**src/rtl/dmem_pkg.sv**
```systemverilog
// Shared types for the data-memory arbiter: requester identity, the RAM access payload
// and the bus widths used by the interface, the top and the read tracker.
package dmem_pkg;

    localparam int ADDR_W = 32;
    localparam int DATA_W = 32;
    localparam int MASK_W = 4;
    localparam int HOLD_W = 8;

    typedef enum logic {
        OWN_C = 1'b0,
        OWN_D = 1'b1
    } owner_e;

    typedef struct packed {
        logic              we;
        logic [ADDR_W-1:0] addr;
        logic [DATA_W-1:0] wdata;
        logic [MASK_W-1:0] wmask;
    } mem_req_t;

    localparam mem_req_t MEM_REQ_IDLE = '0;

    function automatic owner_e other_owner(owner_e o);
        return (o == OWN_C) ? OWN_D : OWN_C;
    endfunction

endpackage

```
**src/rtl/dmem_arbiter_if.sv**
```systemverilog
// Bundle of the core port (c_*), the debug port (d_*) and the RAM port (ram_*).
// The arbiter connects through the slave modport; requesters and RAM sit on the master side.
interface dmem_arbiter_if;
    import dmem_pkg::*;

    logic              c_req;
    logic              c_we;
    logic [ADDR_W-1:0] c_addr;
    logic [DATA_W-1:0] c_wdata;
    logic [MASK_W-1:0] c_wmask;
    logic              c_gnt;
    logic              c_stall;
    logic              c_rvalid;
    logic [DATA_W-1:0] c_rdata;

    logic              d_req;
    logic              d_we;
    logic [ADDR_W-1:0] d_addr;
    logic [DATA_W-1:0] d_wdata;
    logic [MASK_W-1:0] d_wmask;
    logic              d_lock;
    logic              d_gnt;
    logic              d_rvalid;
    logic [DATA_W-1:0] d_rdata;

    logic              ram_oe;
    logic              ram_we;
    logic [ADDR_W-1:0] ram_addr;
    logic [DATA_W-1:0] ram_wdata;
    logic [MASK_W-1:0] ram_wmask;
    logic [DATA_W-1:0] ram_rdata;

    modport slave (
        input  c_req, c_we, c_addr, c_wdata, c_wmask,
        output c_gnt, c_stall, c_rvalid, c_rdata,
        input  d_req, d_we, d_addr, d_wdata, d_wmask, d_lock,
        output d_gnt, d_rvalid, d_rdata,
        output ram_oe, ram_we, ram_addr, ram_wdata, ram_wmask,
        input  ram_rdata
    );

    modport master (
        output c_req, c_we, c_addr, c_wdata, c_wmask,
        input  c_gnt, c_stall, c_rvalid, c_rdata,
        output d_req, d_we, d_addr, d_wdata, d_wmask, d_lock,
        input  d_gnt, d_rvalid, d_rdata,
        input  ram_oe, ram_we, ram_addr, ram_wdata, ram_wmask,
        output ram_rdata
    );

endinterface

```
**src/rtl/dmem_rd_tracker.sv**
```systemverilog
// Tracks accepted reads through the RAM latency and steers the returning data
// to whichever port issued the read.
module dmem_rd_tracker
    import dmem_pkg::*;
#(
    parameter int RD_LAT = 1
) (
    input  logic              clk,
    input  logic              rst,
    input  logic              push_i,
    input  owner_e            owner_i,
    input  logic [DATA_W-1:0] ram_rdata_i,
    output logic              c_rvalid_o,
    output logic [DATA_W-1:0] c_rdata_o,
    output logic              d_rvalid_o,
    output logic [DATA_W-1:0] d_rdata_o
);

    logic [RD_LAT-1:0] valid_q;
    owner_e            owner_q [RD_LAT];
    logic              out_valid;
    owner_e            out_owner;

    // NOTE: the owner column is reset along with valid so the routing never sees X.
    always_ff @(posedge clk or posedge rst) begin
        if (rst) begin
            valid_q <= '0;
            for (int i = 0; i < RD_LAT; i++) begin
                owner_q[i] <= OWN_C;
            end
        end else begin
            valid_q[0] <= push_i;
            owner_q[0] <= owner_i;
            for (int i = 1; i < RD_LAT; i++) begin
                valid_q[i] <= valid_q[i-1];
                owner_q[i] <= owner_q[i-1];
            end
        end
    end

    assign out_valid  = valid_q[RD_LAT-1];
    assign out_owner  = owner_q[RD_LAT-1];

    assign c_rvalid_o = out_valid & (out_owner == OWN_C);
    assign d_rvalid_o = out_valid & (out_owner == OWN_D);
    assign c_rdata_o  = c_rvalid_o ? ram_rdata_i : '0;
    assign d_rdata_o  = d_rvalid_o ? ram_rdata_i : '0;

endmodule

```
**src/rtl/dmem_arbiter.sv**
```systemverilog
// Shares one data-RAM port between the core (C) and a debug/loader master (D):
// per-cycle grant, round-robin on ties, optional D lock bounded by a starvation count.
module dmem_arbiter
    import dmem_pkg::*;
#(
    parameter int RD_LAT   = 1,
    parameter int MAX_HOLD = 16
) (
    input  logic           clk,
    input  logic           rst,
    dmem_arbiter_if.slave  bus
);

    mem_req_t          c_pl;
    mem_req_t          d_pl;
    mem_req_t          ram_pl;

    owner_e            last_owner_q, last_owner_d;
    logic              lock_q, lock_d;
    logic [HOLD_W-1:0] hold_cnt_q, hold_cnt_d;

    logic              lock_live;
    logic              lock_wins;
    logic              c_gnt;
    logic              d_gnt;
    logic              any_gnt;

    assign c_pl = '{we: bus.c_we, addr: bus.c_addr, wdata: bus.c_wdata, wmask: bus.c_wmask};
    assign d_pl = '{we: bus.d_we, addr: bus.d_addr, wdata: bus.d_wdata, wmask: bus.d_wmask};

    // The lock only counts while D is still asking for it this cycle.
    assign lock_live = lock_q & bus.d_req & bus.d_lock;
    assign lock_wins = lock_live && (hold_cnt_q < HOLD_W'(MAX_HOLD));

    // NOTE: every output of a combinational block gets a default first, so no path infers a latch.
    always_comb begin
        c_gnt = 1'b0;
        d_gnt = 1'b0;
        if (!rst) begin
            if (bus.c_req && bus.d_req) begin
                if (lock_wins || other_owner(last_owner_q) == OWN_D) begin
                    d_gnt = 1'b1;
                end else begin
                    c_gnt = 1'b1;
                end
            end else begin
                c_gnt = bus.c_req;
                d_gnt = bus.d_req;
            end
        end
    end

    assign any_gnt = c_gnt | d_gnt;

    always_comb begin
        ram_pl = MEM_REQ_IDLE;
        if (c_gnt) begin
            ram_pl = c_pl;
        end else if (d_gnt) begin
            ram_pl = d_pl;
        end
    end

    assign bus.ram_oe    = any_gnt & ~ram_pl.we;
    assign bus.ram_we    = any_gnt &  ram_pl.we;
    assign bus.ram_addr  = ram_pl.addr;
    assign bus.ram_wdata = ram_pl.wdata;
    assign bus.ram_wmask = ram_pl.wmask;

    assign bus.c_gnt   = c_gnt;
    assign bus.d_gnt   = d_gnt;
    assign bus.c_stall = bus.c_req & ~c_gnt & ~rst;

    always_comb begin
        last_owner_d = last_owner_q;
        if (c_gnt) begin
            last_owner_d = OWN_C;
        end else if (d_gnt) begin
            last_owner_d = OWN_D;
        end

        lock_d = lock_q;
        if (!bus.d_req || !bus.d_lock) begin
            lock_d = 1'b0;
        end else if (d_gnt) begin
            lock_d = 1'b1;
        end

        // Counts only D grants won through the lock against a waiting core.
        hold_cnt_d = hold_cnt_q;
        if (c_gnt || !bus.d_req || !bus.d_lock) begin
            hold_cnt_d = '0;
        end else if (d_gnt && lock_live && bus.c_req) begin
            hold_cnt_d = hold_cnt_q + 1'b1;
        end
    end

    // NOTE: sequential state uses non-blocking assignments only.
    always_ff @(posedge clk or posedge rst) begin
        if (rst) begin
            last_owner_q <= OWN_D;
            lock_q       <= 1'b0;
            hold_cnt_q   <= '0;
        end else begin
            last_owner_q <= last_owner_d;
            lock_q       <= lock_d;
            hold_cnt_q   <= hold_cnt_d;
        end
    end

    dmem_rd_tracker #(
        .RD_LAT (RD_LAT)
    ) u_rd_tracker (
        .clk         (clk),
        .rst         (rst),
        .push_i      (bus.ram_oe),
        .owner_i     (c_gnt ? OWN_C : OWN_D),
        .ram_rdata_i (bus.ram_rdata),
        .c_rvalid_o  (bus.c_rvalid),
        .c_rdata_o   (bus.c_rdata),
        .d_rvalid_o  (bus.d_rvalid),
        .d_rdata_o   (bus.d_rdata)
    );

endmodule

```
**src/flat_wrapper.sv**
```systemverilog
// flat-port wrapper written by rule: the top's interface ports become plain ports
module dmem_arbiter_flat import dmem_pkg::*;
#(
    parameter int RD_LAT   = 1,
    parameter int MAX_HOLD = 16
)
  (clk, rst, bus_c_req, bus_c_we, bus_c_addr, bus_c_wdata, bus_c_wmask, bus_c_gnt, bus_c_stall, bus_c_rvalid, bus_c_rdata, bus_d_req, bus_d_we, bus_d_addr, bus_d_wdata, bus_d_wmask, bus_d_lock, bus_d_gnt, bus_d_rvalid, bus_d_rdata, bus_ram_oe, bus_ram_we, bus_ram_addr, bus_ram_wdata, bus_ram_wmask, bus_ram_rdata);
  dmem_arbiter_if bus_i ();
  input  logic clk;
  input  logic rst;
  input wire logic [$bits(bus_i.c_req)-1:0] bus_c_req;
  input wire logic [$bits(bus_i.c_we)-1:0] bus_c_we;
  input wire logic [$bits(bus_i.c_addr)-1:0] bus_c_addr;
  input wire logic [$bits(bus_i.c_wdata)-1:0] bus_c_wdata;
  input wire logic [$bits(bus_i.c_wmask)-1:0] bus_c_wmask;
  output wire logic [$bits(bus_i.c_gnt)-1:0] bus_c_gnt;
  output wire logic [$bits(bus_i.c_stall)-1:0] bus_c_stall;
  output wire logic [$bits(bus_i.c_rvalid)-1:0] bus_c_rvalid;
  output wire logic [$bits(bus_i.c_rdata)-1:0] bus_c_rdata;
  input wire logic [$bits(bus_i.d_req)-1:0] bus_d_req;
  input wire logic [$bits(bus_i.d_we)-1:0] bus_d_we;
  input wire logic [$bits(bus_i.d_addr)-1:0] bus_d_addr;
  input wire logic [$bits(bus_i.d_wdata)-1:0] bus_d_wdata;
  input wire logic [$bits(bus_i.d_wmask)-1:0] bus_d_wmask;
  input wire logic [$bits(bus_i.d_lock)-1:0] bus_d_lock;
  output wire logic [$bits(bus_i.d_gnt)-1:0] bus_d_gnt;
  output wire logic [$bits(bus_i.d_rvalid)-1:0] bus_d_rvalid;
  output wire logic [$bits(bus_i.d_rdata)-1:0] bus_d_rdata;
  output wire logic [$bits(bus_i.ram_oe)-1:0] bus_ram_oe;
  output wire logic [$bits(bus_i.ram_we)-1:0] bus_ram_we;
  output wire logic [$bits(bus_i.ram_addr)-1:0] bus_ram_addr;
  output wire logic [$bits(bus_i.ram_wdata)-1:0] bus_ram_wdata;
  output wire logic [$bits(bus_i.ram_wmask)-1:0] bus_ram_wmask;
  input wire logic [$bits(bus_i.ram_rdata)-1:0] bus_ram_rdata;
  assign bus_i.c_req = bus_c_req;
  assign bus_i.c_we = bus_c_we;
  assign bus_i.c_addr = bus_c_addr;
  assign bus_i.c_wdata = bus_c_wdata;
  assign bus_i.c_wmask = bus_c_wmask;
  assign bus_c_gnt = bus_i.c_gnt;
  assign bus_c_stall = bus_i.c_stall;
  assign bus_c_rvalid = bus_i.c_rvalid;
  assign bus_c_rdata = bus_i.c_rdata;
  assign bus_i.d_req = bus_d_req;
  assign bus_i.d_we = bus_d_we;
  assign bus_i.d_addr = bus_d_addr;
  assign bus_i.d_wdata = bus_d_wdata;
  assign bus_i.d_wmask = bus_d_wmask;
  assign bus_i.d_lock = bus_d_lock;
  assign bus_d_gnt = bus_i.d_gnt;
  assign bus_d_rvalid = bus_i.d_rvalid;
  assign bus_d_rdata = bus_i.d_rdata;
  assign bus_ram_oe = bus_i.ram_oe;
  assign bus_ram_we = bus_i.ram_we;
  assign bus_ram_addr = bus_i.ram_addr;
  assign bus_ram_wdata = bus_i.ram_wdata;
  assign bus_ram_wmask = bus_i.ram_wmask;
  assign bus_i.ram_rdata = bus_ram_rdata;
  dmem_arbiter #(.RD_LAT(RD_LAT), .MAX_HOLD(MAX_HOLD)) u_core (.clk(clk), .rst(rst), .bus(bus_i));
endmodule
```
**config.mk**
```make
export PLATFORM = sky130hd
export DESIGN_NAME = dmem_arbiter_flat
export DESIGN_NICKNAME = d
export VERILOG_FILES = /design/src/rtl/dmem_pkg.sv /design/src/rtl/dmem_arbiter_if.sv /design/src/rtl/dmem_rd_tracker.sv /design/src/rtl/dmem_arbiter.sv /design/src/flat_wrapper.sv
export SDC_FILE = /design/constraint.sdc
export NUM_CORES = 1
export LEC_CHECK = 0
export CORE_AREA = 2 2 120 122
export DETAILED_ROUTE_END_ITERATION = 10
export DIE_AREA = 0 0 122 124
export GPL_ROUTABILITY_DRIVEN = 0
export PLACE_DENSITY = 0.53
export SLEW_MARGIN = 15
export SYNTH_ARGS = -nofsm -noshare
export SYNTH_HDL_FRONTEND = slang
export SYNTH_HIERARCHICAL = 1
export SYNTH_SLANG_ARGS = --single-unit
export TNS_END_PERCENT = 1
```
**constraint.sdc**
```tcl
create_clock -name clk -period 3.9 [get_ports clk]
set_input_delay 0.39 -clock clk [delete_from_list [all_inputs] [get_ports clk]]
set_output_delay 0.39 -clock clk [all_outputs]
set_load 0.005 [all_outputs]
```
# Yosys cells after proc, flatten, opt, wreduce, memory -nomap -nowiden
# Cells that the tools add are included.
# totals
regBits	12
wordCells	50
output_inout_bits	139
inputBits	175
# classes
n_mux	17
n_reduce_logical	13
n_addsub	1
order_cmp	1
bitwise_logic	13
# op_table
operator	count
69-bit 2-to-1 mux	2
32-bit 2-to-1 mux	2
8-bit 2-to-1 mux	2
1-bit 2-to-1 mux	11
8-bit by 1-bit adder with 8-bit output (second input constant)	1
1-bit AND	8
8-bit by 5-bit < comparator with 1-bit output (second input constant)	1
2-bit nonzero test	3
1-bit logical AND	4
1-bit logical OR	4
1-bit inverter	4
1-bit zero test	2
1-bit bitwise OR	1

# Longest topological paths before layout
# Gate-level depths: netlist of the first run.
# logic_depth
word_depth	11
mapped_depth	5
mapped_depth_nobuf	5

# By module
# The synthesis of the first run kept the hierarchy.
# by_module_without_submodules
module	cells_each	area_per_inst_um2	seq_area_each_um2	n_inst
dmem_arbiter	149	1249.9	251.5	1
dmem_rd_tracker	83	679.4	50.0	1

# Worst setup path after synthesis of the first run
# OpenSTA, ideal clock, no wires.
# synth_path
path_kind	input -> output
from	input port rst
to	output port bus_ram_addr[24]
t_arrival_ns	1.711
cell_stages	5
n_path_buf	1
slack_ns	1.799
t_required_ns	3.510
path_cell_list	inv_1 -> nand3_1 -> o22ai_1 -> clkbuf_1 -> a22o_1
# synth_via
elab_cells_between_ends	4
cone_classes	mux: 4
# synth_rtl
item	line_no	text
from (decl)	flat_wrapper.sv:10	input logic rst;
1-bit 2-to-1 mux	dmem_arbiter.sv:39	if (!rst) begin
named net bus_c_gnt	flat_wrapper.sv:16	output wire logic [$bits(bus_i.c_gnt)-1:0] bus_c_gnt;
69-bit 2-to-1 mux	dmem_arbiter.sv:57	if (c_gnt) begin
to (decl)	flat_wrapper.sv:31	output wire logic [$bits(bus_i.ram_addr)-1:0] bus_ram_addr;
# The timed path passes the listed nets, and every way through them passes these cells.

# Final worst setup path of the first run
# layout_path
from	input port rst
to	output port bus_ram_oe
# layout_via
elab_chain_len	5
elab_cells_between_ends	7
cone_classes	mux: 4; bitwise: 3
# layout_lines
item	line_no	text
1-bit 2-to-1 mux	dmem_arbiter.sv:39	
69-bit 2-to-1 mux	dmem_arbiter.sv:59	end else if (d_gnt) begin
69-bit 2-to-1 mux	dmem_arbiter.sv:57	
1-bit inverter	dmem_arbiter.sv:64	assign bus.ram_oe = any_gnt & ~ram_pl.we;
1-bit AND *	dmem_arbiter.sv:64	
to (decl)	flat_wrapper.sv:29	output wire logic [$bits(bus_i.ram_oe)-1:0] bus_ram_oe;
# Every way passes the cells marked *; elsewhere a longest branch is shown, timed or not.

==> reports/qor.csv, run 1 <==
stage;metric;value;unit
grt;grt-ovfl-total;0;
sta;tightest_slew;0.734;ns
clock_network;clkSinkCount;12;
sta;skew;0.00592;ns
sta;period_minus_slack;3.31;ns
power;combinationalPowerShare;0.646;
worst_setup_path;crit_required;3.51;ns
grt;grt_pass1_wl;16.5;mm
power;pwr-share-clk;0.208;
floorplanning;start_util;0.141;
grt;gr-usage-met3;0.0403;
clock_network;clk_path_buf_depth;2;
sta;setup_viol;0;
synthesis;synth-adder-area-share;0.00649;
synthesis;synth_nets;408;
synthesis;syn_area;1930;µm²
synthesis;netlist.area_leader.share;0.313;
grt;use_met1;0.147;
power;total_power;0.920;mW
floorplanning;die_height;124;µm
synthesis;synthMuxAreaShare;0.00519;
synthesis;synthCells;232;
floorplanning;core_area;13700;µm²
flow_run;cap_viol_max_count;0;
power;pwr-share-seq;0.146;
floorplanning;die_w;122;µm
grt;antenna_found_initial;0;
worst_setup_path;worstReg2RegEnd;u_core/hold_cnt_q[7];
clock_network;clk_pin_slew_worst_paths;0.05;ns
synthesis;ys_types;35;
detailed_routing;first_pass_iters;5;
finish;antennaDiodeCount;0;
power;pwr_density_cell;173;nW/µm²
worst_setup_path;slowest_stage;clkdlybuf4s50_1;
worst_setup_path;timing_worst_setup_path_type;primary input to output port;
sta;fmax;302;MHz
clock_network;cts_tree;yes;
floorplanning;ios;314;
grt;busiest_layer;met2;
clock_network;ctsResizeCount;0;
synthesis;synth_seq_area_share;0.156;
power;power.switching;0.253;mW
sta;period_share;0.848;
synthesis;syn_avg_cell_area;8.32;µm²
place;port_buffers;313;
clock_network;cts-root-buf;clkbuf_16;
detailed_routing;wl;12.2;mm
clock_network;numCtsBuffers;3;
clock_network;cts_hold_buf;0;
worst_setup_path;rr_startpoint;u_core/hold_cnt_q[7];
grt;grt_max_degree;67;
detailed_routing;routed_via_density;4.42;
floorplanning;design.die.area;15100;µm²
grt;grt_use_total;0.139;
worst_setup_path;max_stage_delay;0.59;ns
power;leakagePower;2.26;nW
detailed_routing;wl_per_cell;17.1;µm
detailed_routing;vias;3155;
hold_path;min_path_type;primary input to asynchronous set/reset pin;
synthesis;yosys-top-cells-area;a22o_1 (31%), and3b_1 (15%), dfrtp_1 (14%);
finish;drive_above_1_share;0.0394;
sta;slew_headroom;0.509;
worst_setup_path;path_cells;clkdlybuf4s50_1, inv_1, buf_4, nand2_1, o22ai_4, inv_1, o32ai_1, clkdlybuf4s50_1;
synthesis;synth-compound-area-share;0.359;
detailed_routing;initialDrtViolationCount;119;
worst_setup_path;crit_fanout;14;
synthesis;synth-seq-cells;12;
power;p_sw_frac;0.276;
synthesis;synth-xor-area-share;0.0182;
synthesis;synth_top_cell_by_area;a22o_1;
detailed_routing;drc;0;
grt;first_global_vias;2993;
sta;tns;0;ns
worst_setup_path;r2r_cells;4;
grt;grtUsageMet2;0.278;
place;dp.cells;709;
synthesis;yosys_warnings;6;
sta;hold_violations;0;
finish;final_cell_mix;clkdlybuf4s50_1 (313), a22o_1 (69), and3_1 (33);
worst_setup_path;rrSetupSlack;1.75;ns
worst_setup_path;end_kind;output port;
sta;rsz0062_at_grt;false;
synthesis;synth-simple-area-share;0.346;
finish;final_common_cell;clkdlybuf4s50_1;
clock_network;htreeDepth;1;
worst_setup_path;critPathCapture;bus_ram_oe;
run_status;status;finished clean;
place;place_hpwl;10.5;mm
finish;final_cell_count_no_fill;713;
detailed_routing;antenna_left;0;
worst_setup_path;worstSetupStartpoint;rst;
synthesis;synth_top_family_by_area;compound AO/OA/AOI/OAI gates;
floorplanning;rows;43;
sta;slew_viol_final;0;
finish;nNetsFinal;710;
worst_setup_path;arrival;2.92;ns
clock_network;clock_latency;0.24;ns
worst_setup_path;cp-start-kind;primary input;
finish;area_delta_synth_final;176;%
power;peakVddDrop;0.000117;V
finish;fillers;1414;
clock_network;cts_setup_buffers;0;
power;intPower;0.667;mW
[how the worst min path moves through the flow]
stage | startpoint | endpoint | slack, ns
after floorplan | rst | u_core/u_rd_tracker/out_owner | 0.13
after global placement | u_core/last_owner_q | u_core/last_owner_q | 0.49
after detailed placement | u_core/last_owner_q | u_core/last_owner_q | 0.49
after CTS | rst | u_core/u_rd_tracker/out_valid | 0.40
after global routing | rst | u_core/u_rd_tracker/out_owner | 0.41
final | rst | u_core/u_rd_tracker/out_valid | 0.39
[Yosys cell counts, drive strengths merged]
master  instances
or4             1
clkbuf         14
buf            15
dfstp           1
o21ai           2
nor3            1
nor4            3
a22o           69
and2            2
nand4b          1
nor2            6
or3             3
nand2           7
and4            2
o41a            1
and3           33
nand3           4
ha              1
nor2b           1
dfrtp          11
a21o            1
mux2i           1
and3b          32
a21oi           6
nand4           1
xnor2           3
o31ai           1
nand3b          1
inv             4
xor2            1
o32ai           1
o22ai           1
a31oi           1
[through the flow]
step / instance area, µm² / utilization / worst slack [ns] / hold WS (ns)
global route: 5330 / 0.388 / 0.369 / 0.410
floorplan: 1930 / - / 1.80 / 0.131
CTS: 5330 / 0.388 / 0.530 / 0.402
global placement: 5250 / 0.382 / 0.576 / 0.491
detailed placement: 5250 / 0.382 / 0.547 / 0.489
finish: 5330 / 0.388 / 0.592 / 0.394
[sequential cells by signal, summed over array words and instances (netlist names)]
signal / count
u_core/hold_cnt_q: 8
u_core/u_rd_tracker/out_valid: 1
u_core/last_owner_q: 1
u_core/u_rd_tracker/out_owner: 1
u_core/lock_q: 1
[power groups by stage]
stage | clock, mW | sequential [mW] | combinational [mW]
2_1_floorplan | 0 | 0.136 | 0.185
5_1_grt | 0.201 | 0.135 | 0.634
3_5_place_dp | 0 | 0.136 | 0.601
4_1_cts | 0.196 | 0.134 | 0.603
3_3_place_gp | 0 | 0.136 | 0.600
6_report | 0.192 | 0.134 | 0.594
[cells by family (layout without fill, tap and decap cells)]
kind of cell    after synthesis  after routing
flops                        12             12
fa+ha+maj                     1              1
simple gates                 98             98
compound gates               83             83
buf+inv                      33            334
xor+xnor                      4              4
mux                           1              1
[layer usage]
metal	share of wire	wire (µm)
met1	0.35	4290
met2	0.53	6450
met3	0.11	1370
met4	0.0053	65
met5	0	0
[cell type report]
cell class / instances / area [µm²] / share of cell area
timing repair buffer: 326 / 3270 / 0.614
multi-input combinational: 187 / 1440 / 0.270
sequential: 12 / 302 / 0.0566
tap: 180 / 225 / 0.0423
clock buffer: 4 / 78.8 / 0.0148
inverter: 4 / 15.0 / 0.00282
[critical path: cells and delay by family]
| kind | cells | cell delay (ns) |
|---|---|---|
| buf+inv | 5 | 1.69 |
| compound gates | 2 | 0.74 |
| simple gates | 1 | 0.09 |
Note: power is estimated with default switching activity, not from simulation.
==> inputs of run 2 (changes only) <==
CORE_AREA = 2 2 121 123   (was 2 2 120 122)
DIE_AREA = 0 0 123 125   (was 0 0 122 124)
PLACE_DENSITY = 0.54   (was 0.53)
clock period = 3 ns   (was 3.9 ns; I/O delays follow)
==> reports/qor.csv, run 2 (synthesized netlist as in run 1, its figures left out) <==
stage;metric;value;unit;change
run_status;status;finished clean;;
finish;area_delta_synth_final;176;%;unchanged
finish;drive_above_1_share;0.0377;;-0.00173
clock_network;clk_pin_slew_worst_paths;0.04;ns;about the same
detailed_routing;vias;3151;;-0.13%
finish;final_cell_mix;clkdlybuf4s50_1 (313), a22o_1 (69), and3_1 (33);;
power;power.switching;0.327;mW;+29%
power;pwr-share-seq;0.144;;-0.002
floorplanning;ios;314;;unchanged
power;pwr-share-clk;0.223;;+0.015
sta;rsz0062_at_grt;false;;
clock_network;clk_path_buf_depth;2;;unchanged
grt;first_global_vias;2973;;-0.67%
power;intPower;0.883;mW;+32%
worst_setup_path;arrival;2.52;ns;-0.40 ns
place;port_buffers;313;;unchanged
floorplanning;start_util;0.136;;-0.00479
floorplanning;design.die.area;15400;µm²;+1.6%
worst_setup_path;end_kind;output port;;
sta;tightest_slew;0.798;ns;+0.0640 ns
clock_network;ctsResizeCount;0;;unchanged
sta;skew;0.00300;ns;-0.00292 ns
worst_setup_path;timing_worst_setup_path_type;flip-flop to output port;;
grt;grt_pass1_wl;16.8;mm;+1.4%
finish;utilization;0.375;;-0.0132
worst_setup_path;rr_startpoint;u_core/hold_cnt_q[6];;
worst_setup_path;path_cells;nor4_1, buf_4, a21oi_1, nor2_4, buf_12, buf_12, a22o_1, clkdlybuf4s50_1;;
power;pwr_density_cell;227;nW/µm²;+32%
clock_network;clock_latency;0.24;ns;about the same
flow_run;cap_viol_max_count;0;;unchanged
clock_network;numCtsBuffers;3;;unchanged
clock_network;cts_tree;yes;;
detailed_routing;wl;11.8;mm;-2.8%
finish;largest_register_ffs;8;;unchanged
finish;nNetsFinal;708;;-0.28%
power;peakVddDrop;0.000119;V;+2.3%
hold_path;min_path_type;primary input to asynchronous set/reset pin;;
place;place_hpwl;10.1;mm;-3.6%
worst_setup_path;cp-start-kind;flip-flop;;
clock_network;clkSinkCount;12;;unchanged
worst_setup_path;crit_fanout;40;;+26
sta;fmax;354;MHz;
power;leakagePower;2.25;nW;-0.22%
finish;final_cell_count_no_fill;715;;+0.28%
worst_setup_path;rrSetupSlack;0.86;ns;-0.89 ns
floorplanning;die_height;125;µm;+0.81%
sta;slew_headroom;0.466;;-0.0428
detailed_routing;initialDrtViolationCount;130;;+9.2%
grt;grt-ovfl-total;0;;unchanged
clock_network;htreeDepth;1;;unchanged
detailed_routing;routed_via_density;4.41;;-0.41%
detailed_routing;wl_per_cell;16.6;µm;-3.0%
sta;period_minus_slack;2.82;ns;
finish;final_common_cell;clkdlybuf4s50_1;;
worst_setup_path;max_stage_delay;0.52;ns;-0.07 ns
floorplanning;die_w;123;µm;+0.82%
worst_setup_path;crit_required;2.70;ns;-0.81 ns
floorplanning;rows;44;;+2.3%
worst_setup_path;crit_path_frequent_cell;buf_12;;
sta;period_share;0.940;;
grt;grt_max_degree;72;;+7.5%
clock_network;cts-root-buf;clkbuf_16;;
sta;tns;0;ns;unchanged
place;dpl_cell_area;5220;µm²;-0.57%
place;dp.cells;710;;+0.14%
power;p_sw_frac;0.271;;-0.00488
detailed_routing;antenna_left;0;;unchanged
sta;timing.hold.ws;0.302;ns;-0.0924 ns
worst_setup_path;worstSetupStartpoint;u_core/hold_cnt_q[4];;
sta;hold_violations;0;;unchanged
power;combinationalPowerShare;0.633;;-0.013
sta;slew_viol_final;0;;unchanged
finish;antennaDiodeCount;0;;unchanged
detailed_routing;first_pass_iters;4;;-1
grt;grt_use_total;0.138;;-0.00162
detailed_routing;drc;0;;unchanged
sta;setup_viol;0;;unchanged
grt;antenna_found_initial;0;;unchanged
clock_network;cts_setup_buffers;0;;unchanged
finish;fin_area;5330;µm²;unchanged
clock_network;cts_hold_buf;0;;unchanged
finish;largest_register;u_core/hold_cnt_q;;
worst_setup_path;slowest_stage;clkdlybuf4s50_1;;
floorplanning;core_area;14200;µm²;+3.5%
## run 2: changes by cell type in the layout (fill, tap and decap cells not counted), sizes merged
cell	before	now
buf	13	11
## run 2: path summary, 6_finish.rpt
path                                                  to  cells past startpoint
min in group clk                     u_core/last_owner_q                      2
max in group asynchronous            u_core/last_owner_q                      3
min reg2reg                          u_core/last_owner_q                      2
max reg2reg                         u_core/hold_cnt_q[7]                      4
max                                    bus_ram_wdata[25]                      8
min                        u_core/u_rd_tracker/out_valid                      2
## run 2: cell type report
| class | instances | area (µm²) |
|---|---|---|
| fillers | 1424 | 8880 |
| multi-input cells | 187 | 1440 |
| well taps | 184 | 230 |
| inverters | 4 | 15.0 |
| repair buffers | 324 | 3250 |
| clock buffers | 4 | 88.8 |
| flip-flops and latches | 12 | 302 |
## run 2: worst max-delay path, delay by kind of cell, from the launching register on
family	cells	cell delay [ns]
AO/OA/AOI/OAI	2	0.30
buffers and inverters	4	1.06
flip-flops	1	0.43
AND/OR/NAND/NOR	2	0.45
## run 2: power groups by stage
stage | Combinational [mW] | Clock, mW | Sequential (mW)
detailed placement | 0.769 | 0 | 0.177
global placement | 0.764 | 0 | 0.177
global route | 0.817 | 0.284 | 0.176
floorplan | 0.240 | 0 | 0.177
finish | 0.766 | 0.269 | 0.175
CTS | 0.771 | 0.276 | 0.175
## run 2: routing by layer
metal | GRT usage | up-vias | wire length (µm) | part of all wire
met5 | 0 | - | 0 | 0
met4 | 0.0301 | 0 | 180 | 0.015
met3 | 0.0292 | 8 | 1260 | 0.11
met2 | 0.262 | 207 | 5960 | 0.50
met1 | 0.154 | 1415 | 4430 | 0.37
li1 | - | 1521 | - | -
## run 2: per-stage QoR
stage / power (mW) / setup slack (ns)
5_1_grt: 1.28 / 0.0159
2_1_floorplan: 0.417 / 0.971
4_1_cts: 1.22 / 0.0715
3_3_place_gp: 0.941 / 0.238
3_5_place_dp: 0.946 / 0.162
6_report: 1.21 / 0.179
==> edit 1 (flow settings as in run 2) <==
Make the reset (`rst`) synchronous in 2 clocked blocks.
--- a/src/rtl/dmem_rd_tracker.sv
+++ b/src/rtl/dmem_rd_tracker.sv
@@ -22,7 +22,7 @@
     owner_e            out_owner;
 
     // NOTE: the owner column is reset along with valid so the routing never sees X.
-    always_ff @(posedge clk or posedge rst) begin
+    always_ff @(posedge clk) begin
         if (rst) begin
             valid_q <= '0;
             for (int i = 0; i < RD_LAT; i++) begin
--- a/src/rtl/dmem_arbiter.sv
+++ b/src/rtl/dmem_arbiter.sv
@@ -96,7 +96,7 @@
     end
 
     // NOTE: sequential state uses non-blocking assignments only.
-    always_ff @(posedge clk or posedge rst) begin
+    always_ff @(posedge clk) begin
         if (rst) begin
             last_owner_q <= OWN_D;
             lock_q       <= 1'b0;
Check against the original RTL: differs if rst is asserted again (counterexample within 4 cycles, from zero or initial values and one cycle with rst high); with rst held inactive, the same outputs for 10 cycles.
==> edit 1 against run 2 <==
- sequential power fell by 5%
- synthesized cell count rose by 3.4%
- count of clock-buffer cells in the layout did not move
- setup slack got worse by 0.12 ns
- routed wire length rose by 13%
- design area rose by 1.4%
- non-clock buffer count rose by 11
- power fell by 15%
- fmax fell by 4.0%
- area after synthesis fell by 0.13%
- sequential cell count did not move
- sequential share of layout area fell by 1.2 points
- global-route usage rose by 2.5 points
==> edit 1: results (changes against run 2) <==
| Metric | Value |
|---|---|
| Layout cells sized above 1 | 5.667% (+1.9 points) |
| WL/cell | 18.26 um (+10%) |
| Non-filler cells, final | 731 (+2.2%) |
| Reg2Reg Setup Slack | 0.98 ns (+0.12 ns) |
| Commonest cells post-synth | a22o_1 (68), and3_1 (32), and3b_1 (32) |
| Synth Net Count | 416 (+2.0%) |
| CP peak stage delay | 0.57 ns (+0.05 ns) |
| Placed Cells | 722 (+1.7%) |
| Max VDD drop | 183.7 uV (+54%) |
| Leakage power total | 0.002583 uW (+15%) |
| Critical Path Fanout Max | 10 (-75%) |
| Share of synthesized flip-flops with an asynchronous set or reset | 0% (-100 points) |
| Synth area leaders | a22o_1 (31%), and3b_1 (15%), dfxtp_1 (12%), and3_1 (10%), buf_6 (5.3%) |
| Yosys cell types | 32 (-8.6%) |
| Status | finished, final reports clean |
| WL met2 | 7012 um (+18%) |
| Via count | 3,234 (+2.6%) |
| Critical path arrival | 2.64 ns (+0.12 ns) |
| Layout Skew | 0.0009962 ns (-0.002007 ns) |
| First-pass GRT wire length | 19,180 um (+14%) |
| 1st-iter DRT viols | 129 (-0.77%) |
| Primary FF master, synth | dfxtp_1 |
| Slew HR | 64.58% (+18 points) |
| Total track usage | 16.26% (+2.5 points) |
| Hold slack | 0.5282 ns (+0.2264 ns) |
| HP Class | reg2reg |
==> edit 1: cell count changes after synthesis, moves of 3 or more <==
| cell | change |
|---|---|
| a21oi_1 | -3 |
| buf_2 | +5 |
| buf_4 | +3 |
| clkbuf_1 | -3 |
| dfrtp_1 | -11 |
| dfxtp_1 | +12 |
| nor2_1 | +5 |
| xnor2_1 | +4 |
==> edit 1: stage by stage <==
step | util [%] | TNS, ns
global placement | 37.06 | 0
CTS | 37.73 | 0
detailed placement | 37.06 | 0
finish | 38.01 | 0
global route | 38.01 | -0.03074
floorplan | - | 0
==> edit 1: timing repair <==
item | in CTS | in global routing
gates resized for setup | 61 | 10
cloned | 2 | 0
setup buffers | 1 | 2
pin swaps | 2 | 1
setup endpoints to repair | 68 | 12
==> edit 1: kinds of logic after synthesis <==
logic type | synth area share (%)
AOI/OAI and AO/OA | 34.29
xor gates and xnor gates | 3.182
adders and majority gates | 0.6492
buffers and inverters | 11.69
DFF | 12.47
muxes | 1.104
and+or+nand+nor | 36.62
==> edit 1: worst reg2reg max path: stages, from the launching register on <==
cell      delay (ns)
dfxtp_1         0.33
or4_4           0.54
o211ai_1        0.43
mux2_2          0.39
nor2_1          0.14
nor2b_1         0.14
==> edit 1: path summary, 6_finish.rpt <==
check	to	cells past startpoint	startpoint
worst min-delay path	u_core/lock_q	2	u_core/lock_q
worst max register to register	u_core/u_rd_tracker/out_valid	5	u_core/hold_cnt_q[7]
worst max-delay path	bus_ram_wdata[20]	6	u_core/hold_cnt_q[7]
worst min register to register	u_core/lock_q	2	u_core/lock_q
==> edit 1: power by group through the flow <==
stage | logic [uW] | clock network [uW] | registers (uW)
after floorplan | 169 | 0 | 167
after global placement | 611 | 0 | 170
after detailed placement | 614 | 0 | 170
after CTS | 592 | 279 | 167
after global routing | 622 | 285 | 168
final | 582 | 275 | 167
==> edit 1: final cells by class <==
cell class | count | area, um2 | share of cell area (%)
repair buffers | 335 | 3338 | 61.83
clock buffers | 4 | 88.84 | 1.645
well taps | 184 | 230.2 | 4.264
flip-flops and latches | 12 | 240.2 | 4.450
inverters | 4 | 15.01 | 0.2781
multi-input cells | 192 | 1486 | 27.53
==> edit 1: layer usage <==
layer / vias to the layer above / track usage [%]
li1: 1552 / -
met1: 1446 / 16.18
met2: 220 / 32.01
met3: 16 / 4.516
met4: 0 / 4.545
met5: - / 0
==> edit 2 (config.mk and constraints of run 2) <==
Made on the original files. `ADDR_W`: 32 -> 16.
--- a/src/rtl/dmem_pkg.sv
+++ b/src/rtl/dmem_pkg.sv
@@ -2,7 +2,7 @@
 // and the bus widths used by the interface, the top and the read tracker.
 package dmem_pkg;
 
-    localparam int ADDR_W = 32;
+    localparam int ADDR_W = 16;
     localparam int DATA_W = 32;
     localparam int MASK_W = 4;
     localparam int HOLD_W = 8;
Interface: changed (resized bus_c_addr, bus_d_addr and bus_ram_addr); port bits go from 314 to 266. No check against the original RTL was run, so the function may have changed too.
==> edit 2 against run 2 <==
- power shrank 17%
- design area decreased by 12%
- setup slack lost 0.061 ns
- area after synthesis fell by 1.4%
- synthesized cell count is 6.5% lower
- combinational power shrank 28%
- first-iteration DRC count down 18%
- routed wire length down 18%
- clock skew is essentially flat
- sequential cell count did not move
- sequential share of layout area is 0.76 points higher
- register-to-register slack gained 0.40 ns
- largest power group unchanged
==> edit 2: results (changes against run 2) <==
| Metric | Value |
|---|---|
| Pre-CTS worst setup slack | 0.1421 ns (-0.01998 ns) |
| Commonest cells post-synth | a22o_1 (53), and3_1 (35), and3b_1 (32) |
| Antenna Cells | 0 (unchanged) |
| Slew HR | 56.79% (+10 points) |
| First-pass GRT wire length | 14,000 um (-16%) |
| Critical Path Fanout Max | 46 (+15%) |
| Critical path arrival | 2.58 ns (+0.06 ns) |
| Clk_lat worst skew | 0.24 ns (about the same) |
| Leakage power total | 0.002005 uW (-11%) |
| Max VDD drop | 212.1 uV (+78%) |
| Share of synthesized flip-flops with an asynchronous set or reset | 100.0% (unchanged) |
| Origin of the critical flop-to-flop path | u_core/hold_cnt_q[7] |
| Reg2Reg Setup Slack | 1.26 ns (+0.40 ns) |
| CP top delay family | buffers and inverters |
| R2R cell count | 5 (+1) |
| Yosys Warn Count | 6 (unchanged) |
| Biggest register | u_core/hold_cnt_q |
| WL/cell | 14.83 um (-10%) |
| Primary FF master, synth | dfrtp_1 |
| Filler Cells Inserted | 1,441 (+1.2%) |
| Clk pin slew, worst setup/hold paths | 0.04 ns (about the same) |
| Yosys cell types | 35 (unchanged) |
| Synth Area per Inst | 8.764 um2 (+5.4%) |
| Synth Net Count | 361 (-12%) |
| HP Class | in2async |
| Pin count of the biggest net entering global routing | 67 (-6.9%) |
| Via/cell ratio | 4.250 (-3.6%) |
| Hold slack | 0.3420 ns (+0.04023 ns) |
| Layout Skew | 0.002979 ns (-0.00002462 ns) |
| Largest register FFs | 8 (unchanged) |
| CP peak stage delay | 0.52 ns (about the same) |
| Clock Path Buffers | 2 (unchanged) |
| Placed cell areas | 4609 um2 (-12%) |
| Synth area leaders | a22o_1 (24%), and3b_1 (15%), dfrtp_1 (14%), buf_6 (12%), and3_1 (12%) |
| Total track usage | 11.30% (-2.5 points) |
| Non-filler cells, final | 651 (-9.0%) |
| PortBufs | 265 (-15%) |
| Clock Tree Root | clkbuf_16 |
| Setup bufs post-CTS | 0 (unchanged) |
| Switching part of the total | 25.62% (-1.4 points) |
| Cts repair resizes | 0 (unchanged) |
| Initial antenna violation count | 0 (unchanged) |
| Vias in the first global route | 2,513 (-15%) |
| H-Tree Depth | 1 (unchanged) |
| Hpwl dp | 7733 um (-24%) |
| Status | finished, final reports clean |
| TritonCTS buffer count | 3 (unchanged) |
| 1st-iter DRT viols | 106 (-18%) |
| Final #Nets | 612 (-14%) |
| Layout cells sized above 1 | 3.426% (-0.34 points) |
| Register area share after synthesis | 15.86% (+0.23 points) |
| CP max stage cell | clkdlybuf4s50_1 |
| Pre-antenna DRT Iters | 4 (unchanged) |
| Capturing point of the worst reg2reg path | u_core/u_rd_tracker/out_valid |
-- edit 2: cell types whose count changed after synthesis, moves of 2 or more --
cell      change
a22o_1       -16
and3_1        +2
and4_1        -2
buf_6         +9
clkbuf_1     -13
inv_1         +3
nand4_1       +2
nor4_1        -2
or3_2         -2
xnor2_1       -2
-- edit 2: how the worst max path moves through the flow --
| stage | from | end | slack [ns] | depth (start not counted) |
|---|---|---|---|---|
| after CTS | bus_d_lock | bus_ram_wdata[17] | 0.13 | 7 |
| after global placement | bus_d_lock | bus_ram_wdata[17] | 0.19 | 7 |
| final | bus_d_lock | bus_ram_wdata[17] | 0.12 | 7 |
| after detailed placement | bus_d_lock | bus_ram_wdata[17] | 0.14 | 7 |
| after global routing | bus_d_lock | bus_ram_wdata[19] | 0.01 | 7 |
| after floorplan | u_core/hold_cnt_q[7] | bus_ram_addr[0] | 1.15 | 6 |
-- edit 2: final cells by class --
cell class	count	area, um2	area share (%)
timing repair buffer	272	2730	58.11
clock buffer	4	88.84	1.891
multi-input combinational	172	1321	28.12
inverter	7	26.28	0.5593
sequential	12	301.5	6.418
tap	184	230.2	4.900
-- edit 2: kinds of logic after synthesis --
family,after synthesis,synth area share (%)
AND/OR/NAND/NOR,99,35.66
adder cells (fa/ha/maj),1,0.6578
flip-flops,12,15.86
buffers and inverters,33,14.74
AO/OA/AOI/OAI,69,31.71
XOR/XNOR,3,1.382
-- edit 2: per-layer routing --
layer	part of all wire (%)	wire (um)	GRT usage (%)
met1	41	3913	13.85
met2	49	4738	20.47
met3	9.1	875	2.099
met4	1.3	130	2.072
met5	0	0	0
-- edit 2: power groups by stage --
stage	clock (uW)	combinational (uW)	sequential, uW
2_1_floorplan	0	194	173
3_3_place_gp	0	555	179
3_5_place_dp	0	556	179
4_1_cts	281	560	177
5_1_grt	288	595	178
6_report	273	554	178
